### src/rtl/i2c_pkg.sv
// Shared types and constants for the byte-oriented I2C master.
// Covers the state encoding, quarter-phase names and bit-counter width.
package i2c_pkg;

    typedef enum logic [3:0] {
        ST_IDLE,
        ST_START,
        ST_ADDR,
        ST_AACK,
        ST_WR,
        ST_WACK,
        ST_RD,
        ST_RNACK,
        ST_STOP
    } state_t;

    localparam logic [1:0] Q0 = 2'd0;
    localparam logic [1:0] Q1 = 2'd1;
    localparam logic [1:0] Q2 = 2'd2;
    localparam logic [1:0] Q3 = 2'd3;

    localparam logic I2C_NACK = 1'b1;

    localparam int BIT_W = 4;

endpackage

### src/rtl/i2c_qtick.sv
// Quarter-SCL-period tick generator with synchronous clear and clock-stretch hold.
// qtick pulses for one cycle every CLK_DIV enabled, un-held cycles.
module i2c_qtick #(
    parameter int CLK_DIV = 125
) (
    input  logic clk,
    input  logic reset,
    input  logic clear,
    input  logic en,
    input  logic hold,
    output logic qtick
);

    localparam int CW = $clog2(CLK_DIV);
    localparam logic [CW-1:0] LAST = CW'(CLK_DIV - 1);

    logic [CW-1:0] cnt;

    // Holding at zero means a stretched quarter restarts its full length once SCL is seen high
    always_ff @(posedge clk) begin
        if (reset || clear || !en || hold) begin
            cnt <= '0;
        end else if (cnt == LAST) begin
            cnt <= '0;
        end else begin
            cnt <= cnt + CW'(1);
        end
    end

    assign qtick = en && !hold && (cnt == LAST);

endmodule

### src/rtl/i2c_master_byte.sv
// Single-master I2C controller: START, address+R/W, one data byte (write, or read+NACK), STOP.
// SCL/SDA are open-drain drives (0 = pull low) taken directly from flops.
module i2c_master_byte
    import i2c_pkg::*;
#(
    parameter int CLK_DIV = 125
) (
    input  logic       clk,
    input  logic       reset,
    input  logic       start,
    input  logic [6:0] addr,
    input  logic       rw,
    input  logic [7:0] wdata,
    input  logic       scl_i,
    input  logic       sda_i,
    output logic       scl_o,
    output logic       sda_o,
    output logic [7:0] rdata,
    output logic       busy,
    output logic       done,
    output logic       ack_err
);

    state_t           state;
    logic [1:0]       phase;
    logic [BIT_W-1:0] bitcnt;
    logic [7:0]       tx_sr;
    logic [7:0]       rx_sr;
    logic [7:0]       wdata_r;
    logic             rw_r;
    logic             sda_smp;
    logic             qtick;
    logic             accept;
    logic             hold;

    assign accept = (state == ST_IDLE) && start;
    // A responder stretches by holding SCL low while we have released it
    assign hold   = scl_o && !scl_i;

    i2c_qtick #(
        .CLK_DIV (CLK_DIV)
    ) u_qtick (
        .clk   (clk),
        .reset (reset),
        .clear (accept),
        .en    (busy),
        .hold  (hold),
        .qtick (qtick)
    );

    always_ff @(posedge clk) begin
        if (reset) begin
            state   <= ST_IDLE;
            phase   <= Q0;
            bitcnt  <= '0;
            scl_o   <= 1'b1;
            sda_o   <= 1'b1;
            busy    <= 1'b0;
            done    <= 1'b0;
            ack_err <= 1'b0;
            rdata   <= '0;
        end else begin
            done <= 1'b0;
            if (state == ST_IDLE) begin
                if (start) begin
                    tx_sr   <= {addr, rw};
                    wdata_r <= wdata;
                    rw_r    <= rw;
                    ack_err <= 1'b0;
                    busy    <= 1'b1;
                    state   <= ST_START;
                    phase   <= Q0;
                    bitcnt  <= '0;
                    scl_o   <= 1'b1;
                    sda_o   <= 1'b1;
                end
            end else if (qtick) begin
                case (state)
                    ST_START: begin
                        if (phase == Q0) begin
                            phase <= Q1;
                            sda_o <= 1'b0;
                        end else begin
                            state <= ST_ADDR;
                            phase <= Q0;
                            scl_o <= 1'b0;
                            sda_o <= tx_sr[7];
                        end
                    end
                    ST_STOP: begin
                        case (phase)
                            Q0: begin
                                phase <= Q1;
                                scl_o <= 1'b1;
                            end
                            Q1: begin
                                phase <= Q2;
                                sda_o <= 1'b1;
                            end
                            default: begin
                                state <= ST_IDLE;
                                phase <= Q0;
                                busy  <= 1'b0;
                                done  <= 1'b1;
                            end
                        endcase
                    end
                    default: begin
                        // Bit cell: SDA only moves on the Q3->Q0 boundary, while SCL is low
                        case (phase)
                            Q0: phase <= Q1;
                            Q1: begin
                                phase <= Q2;
                                scl_o <= 1'b1;
                            end
                            Q2: begin
                                phase   <= Q3;
                                sda_smp <= sda_i;
                                if (state == ST_RD) begin
                                    rx_sr <= {rx_sr[6:0], sda_i};
                                end
                            end
                            default: begin
                                phase <= Q0;
                                scl_o <= 1'b0;
                                case (state)
                                    ST_ADDR, ST_WR: begin
                                        tx_sr <= {tx_sr[6:0], 1'b0};
                                        if (bitcnt == BIT_W'(7)) begin
                                            state <= (state == ST_ADDR) ? ST_AACK : ST_WACK;
                                            sda_o <= 1'b1;
                                        end else begin
                                            bitcnt <= bitcnt + BIT_W'(1);
                                            sda_o  <= tx_sr[6];
                                        end
                                    end
                                    ST_AACK: begin
                                        bitcnt <= '0;
                                        if (sda_smp) begin
                                            ack_err <= 1'b1;
                                            state   <= ST_STOP;
                                            sda_o   <= 1'b0;
                                        end else if (rw_r) begin
                                            state <= ST_RD;
                                            sda_o <= 1'b1;
                                        end else begin
                                            state <= ST_WR;
                                            tx_sr <= wdata_r;
                                            sda_o <= wdata_r[7];
                                        end
                                    end
                                    ST_WACK: begin
                                        state <= ST_STOP;
                                        sda_o <= 1'b0;
                                        if (sda_smp) begin
                                            ack_err <= 1'b1;
                                        end
                                    end
                                    ST_RD: begin
                                        if (bitcnt == BIT_W'(7)) begin
                                            state <= ST_RNACK;
                                            sda_o <= I2C_NACK;
                                        end else begin
                                            bitcnt <= bitcnt + BIT_W'(1);
                                            sda_o  <= 1'b1;
                                        end
                                    end
                                    ST_RNACK: begin
                                        rdata <= rx_sr;
                                        state <= ST_STOP;
                                        sda_o <= 1'b0;
                                    end
                                    default: state <= ST_IDLE;
                                endcase
                            end
                        endcase
                    end
                endcase
            end
        end
    end

endmodule

### config.mk
export PLATFORM = sky130hd
export DESIGN_NAME = i2c_master_byte
export DESIGN_NICKNAME = d
export VERILOG_FILES = /design/src/rtl/i2c_pkg.sv /design/src/rtl/i2c_qtick.sv /design/src/rtl/i2c_master_byte.sv
export SDC_FILE = /design/constraint.sdc
export NUM_CORES = 1
export LEC_CHECK = 0
export ABC_CLOCK_PERIOD_IN_PS = 3600
export BUFFER_PORTS_ARGS = -buffer_cell sky130_fd_sc_hd__buf_2
export CORE_ASPECT_RATIO = 1.75
export CORE_MARGIN = 2
export CORE_UTILIZATION = 45
export DETAILED_ROUTE_END_ITERATION = 10
export GPL_ROUTABILITY_DRIVEN = 0
export HOLD_SLACK_MARGIN = 0.1
export PLACE_DENSITY = 0.66
export SYNTH_ARGS = -nofsm -noshare
export SYNTH_HDL_FRONTEND = slang
export SYNTH_SLANG_ARGS = --single-unit
### constraint.sdc
create_clock -name clk -period 3.6 [get_ports clk]
set_input_delay 0.72 -clock clk [delete_from_list [all_inputs] [get_ports clk]]
set_output_delay 0.72 -clock clk [all_outputs]
set_load 0.03 [all_outputs]
==> out/metrics.yaml <==
dpl.hpwl_um: 4210
finalPower_mw: 1.59
critPathLaunch: "state[1]"
crit_slowest_cell: "nor4_4"
synth_area_leaders: "edfxtp_1 29%, dfxtp_1 22%, mux2i_1 7.0%, nor2_1 4.8%, ha_1 4.1%"
drtAntennaViolNets: 0
n_antenna_cell: 0
r2r.worst_path.cells: 5
worst_setup_path_start_kind: "flip-flop"
async_reset_ff_share_pct: 0
tightest_slew_ns: 0.863
grt_max_degree: 28
clkLatencyLatePin_ns: 0.32
yosys_warnings: 0
wl_um: 5700
synth_cells: 268
final_max_slew_viol_count: 0
drt_first_pass_iters: 5
areaGrowthSynthToFinish_pct: 11.7
viasPerCell: 5.45
fin_area_sq_um: 3040
path_class: "flip-flop to flip-flop"
pin_count: 34
utilization_pct: 51.6
finalNetCount: 328
min_period_over_period_pct: 70.8
grtUsageTotal_pct: 18.8
crit_path_end_kind: "flip-flop"
hold_viol: 0
drcViolationCount: 0
via_count: 2056
max_freq_mhz: 392
power_per_cell_area_nw_per_um2: 525
core-area_sq_um: 5880
netlist.area_leader.share_pct: 28.7
die_y_um: 107
cts_resized: 0
setup_violations: 0
max_stage_delay_ns: 0.75
die_width_um: 62.7
gr-total-overflow: 0
crit_path_end: "tx_sr[0]"
p_leak_nw: 1.19
synthDistinctLibCells: 53
holdCritPathClass: "flip-flop to flip-flop"
syn_nets: 298
highest_layer: "met4"
antenna_found_initial: 0
place.port_buffers: 33
r2r_start: "state[1]"
synth.ff_latch_count: 56
irDropWorstVdd_uv: 416
cts_tree: "built"
cts_root_buffer: "clkbuf_8"
num_rows: 37
wl_per_cell_um: 15.1
mostFrequentLayoutCell: "nor2_1"
clock_path_buffers: 2
rsz0062_at_grt: "false"
postCtsSetupRepairBufs: 0
relSlewSlack_pct: 42.0
status: "finished, final reports clean"
crit_chain: "nor4_4 -> and2_4 -> a21oi_1 -> nor4b_1 -> buf_4"
clk_pin_slew_ns: 0.10
avgSynthCellArea_sq_um: 10.1
placed_area_sq_um: 2950
max-cap-violations: 0
drive_above_1_share_pct: 18.1
holdWs_ns: 0.461
synth.largest_area_cell: "edfxtp_1"
n_fill_cell: 556
die_area_sq_um: 6700
cts_max_level: 2
wl_met1_um: 2220
reg2reg_to: "tx_sr[0]"
tns_ns: 0
final_cell_mix: "35 x nor2_1, 33 x buf_2, 30 x dfxtp_1"
synth_enable_flop_cells: 26
worstPathRequired_ns: 3.63
grt_pass1_wl_um: 9770
syn_area_sq_um: 2720
grt_pass1_vias: 2017
synthFlopType: "dfxtp_1"
yosysSeqAreaShare_pct: 50.9
cp_max_fo: 17
wl_met3_um: 188
min_period_ns: 2.55
drt-initial-drc-count: 113
clock_sinks: 56
rrSetupSlack_ns: 1.05
cts_made_buffers: 5
start_util_pct: 46.2
ctsHoldBuffers: 0
clock_skew_ns: 0.00709
cp.arrival_ns: 2.58
wl_met2_um: 3080
## cell families after synthesis
logic type	after synthesis	synth area share, %
AOI/OAI and AO/OA	53	12.6
xor gates and xnor gates	7	2.26
adders and majority gates	9	4.15
buffers and inverters	25	3.73
DFF	56	50.9
muxes	20	7.42
and+or+nand+nor	98	19.0
## worst max-delay path: cells and delay by family (launching register included)
kind | cells | cell delay (ns)
and+or+nand+nor | 3 | 1.40
buffers and inverters | 1 | 0.24
AOI/OAI and AO/OA | 1 | 0.12
DFF | 1 | 0.50
## layer usage
metal	up-vias	GRT usage (%)
met1	968	20.9
met4	0	10.2
li1	1024	-
met5	-	0
met3	15	4.30
met2	49	32.9
## power breakdown
group / internal, mW / switching (mW) / total, mW
combinational: 0.178 / 0.304 / 0.482
clock: 0.138 / 0.202 / 0.340
sequential: 0.737 / 0.0354 / 0.772
total: 1.05 / 0.541 / 1.59
## Yosys cell counts, types with 2 or more instances
| cell | instances |
|---|---|
| nand3_1 | 7 |
| xnor2_1 | 3 |
| a21oi_1 | 14 |
| o22a_1 | 2 |
| o31ai_1 | 3 |
| inv_1 | 10 |
| nand4_1 | 3 |
| nor4_1 | 2 |
| or3_1 | 4 |
| mux2i_1 | 19 |
| nor4b_1 | 2 |
| o311ai_0 | 3 |
| clkbuf_1 | 12 |
| dfxtp_1 | 30 |
| xor2_1 | 4 |
| o21ai_0 | 14 |
| o21a_1 | 2 |
| ha_1 | 9 |
| nor3_1 | 7 |
| o211ai_1 | 2 |
| nand2_1 | 20 |
| o22ai_1 | 2 |
| nand2b_1 | 3 |
| nor2_1 | 35 |
| and3_1 | 3 |
| edfxtp_1 | 26 |
## state kept, by name, indices dropped and copies added (netlist names)
signal and cells:
ack_err 1, bitcnt 4, busy 1, done 1
phase 2, rdata 8, rw_r 1, rx_sr 8
scl_o 1, sda_o 1, sda_smp 1, state 4
tx_sr 8, u_qtick.cnt 7, wdata_r 8
## worst min path at each step
stage                         from        endpoint  slack [ns]  cells past startpoint
global route              rx_sr[1]        rx_sr[2]        0.47                      0
CTS                       rx_sr[4]        rx_sr[5]        0.47                      0
finish                    rx_sr[4]        rx_sr[5]        0.46                      0
global placement          rx_sr[1]        rx_sr[2]        0.44                      0
detailed placement        rx_sr[4]        rx_sr[5]        0.43                      0
floorplan           u_qtick.cnt[0]  u_qtick.cnt[0]        0.43                      1
## area by class of cell
cell class	instances	area, sq um	share of cell area (%)
well taps	78	97.6	3.22
clock inverters	2	13.8	0.453
multi-input cells	187	1230	40.6
clock buffers	6	72.6	2.39
inverters	11	41.3	1.36
repair buffers	37	195	6.43
flip-flops and latches	56	1380	45.5
## metrics by stage
step / setup WS [ns] / instances
after floorplan: 0.875 / 268
after global placement: 1.15 / 369
after detailed placement: 1.08 / 369
after CTS: 1.06 / 377
after global routing: 0.880 / 377
final: 1.05 / 377
(Power assumes the default switching activity.)
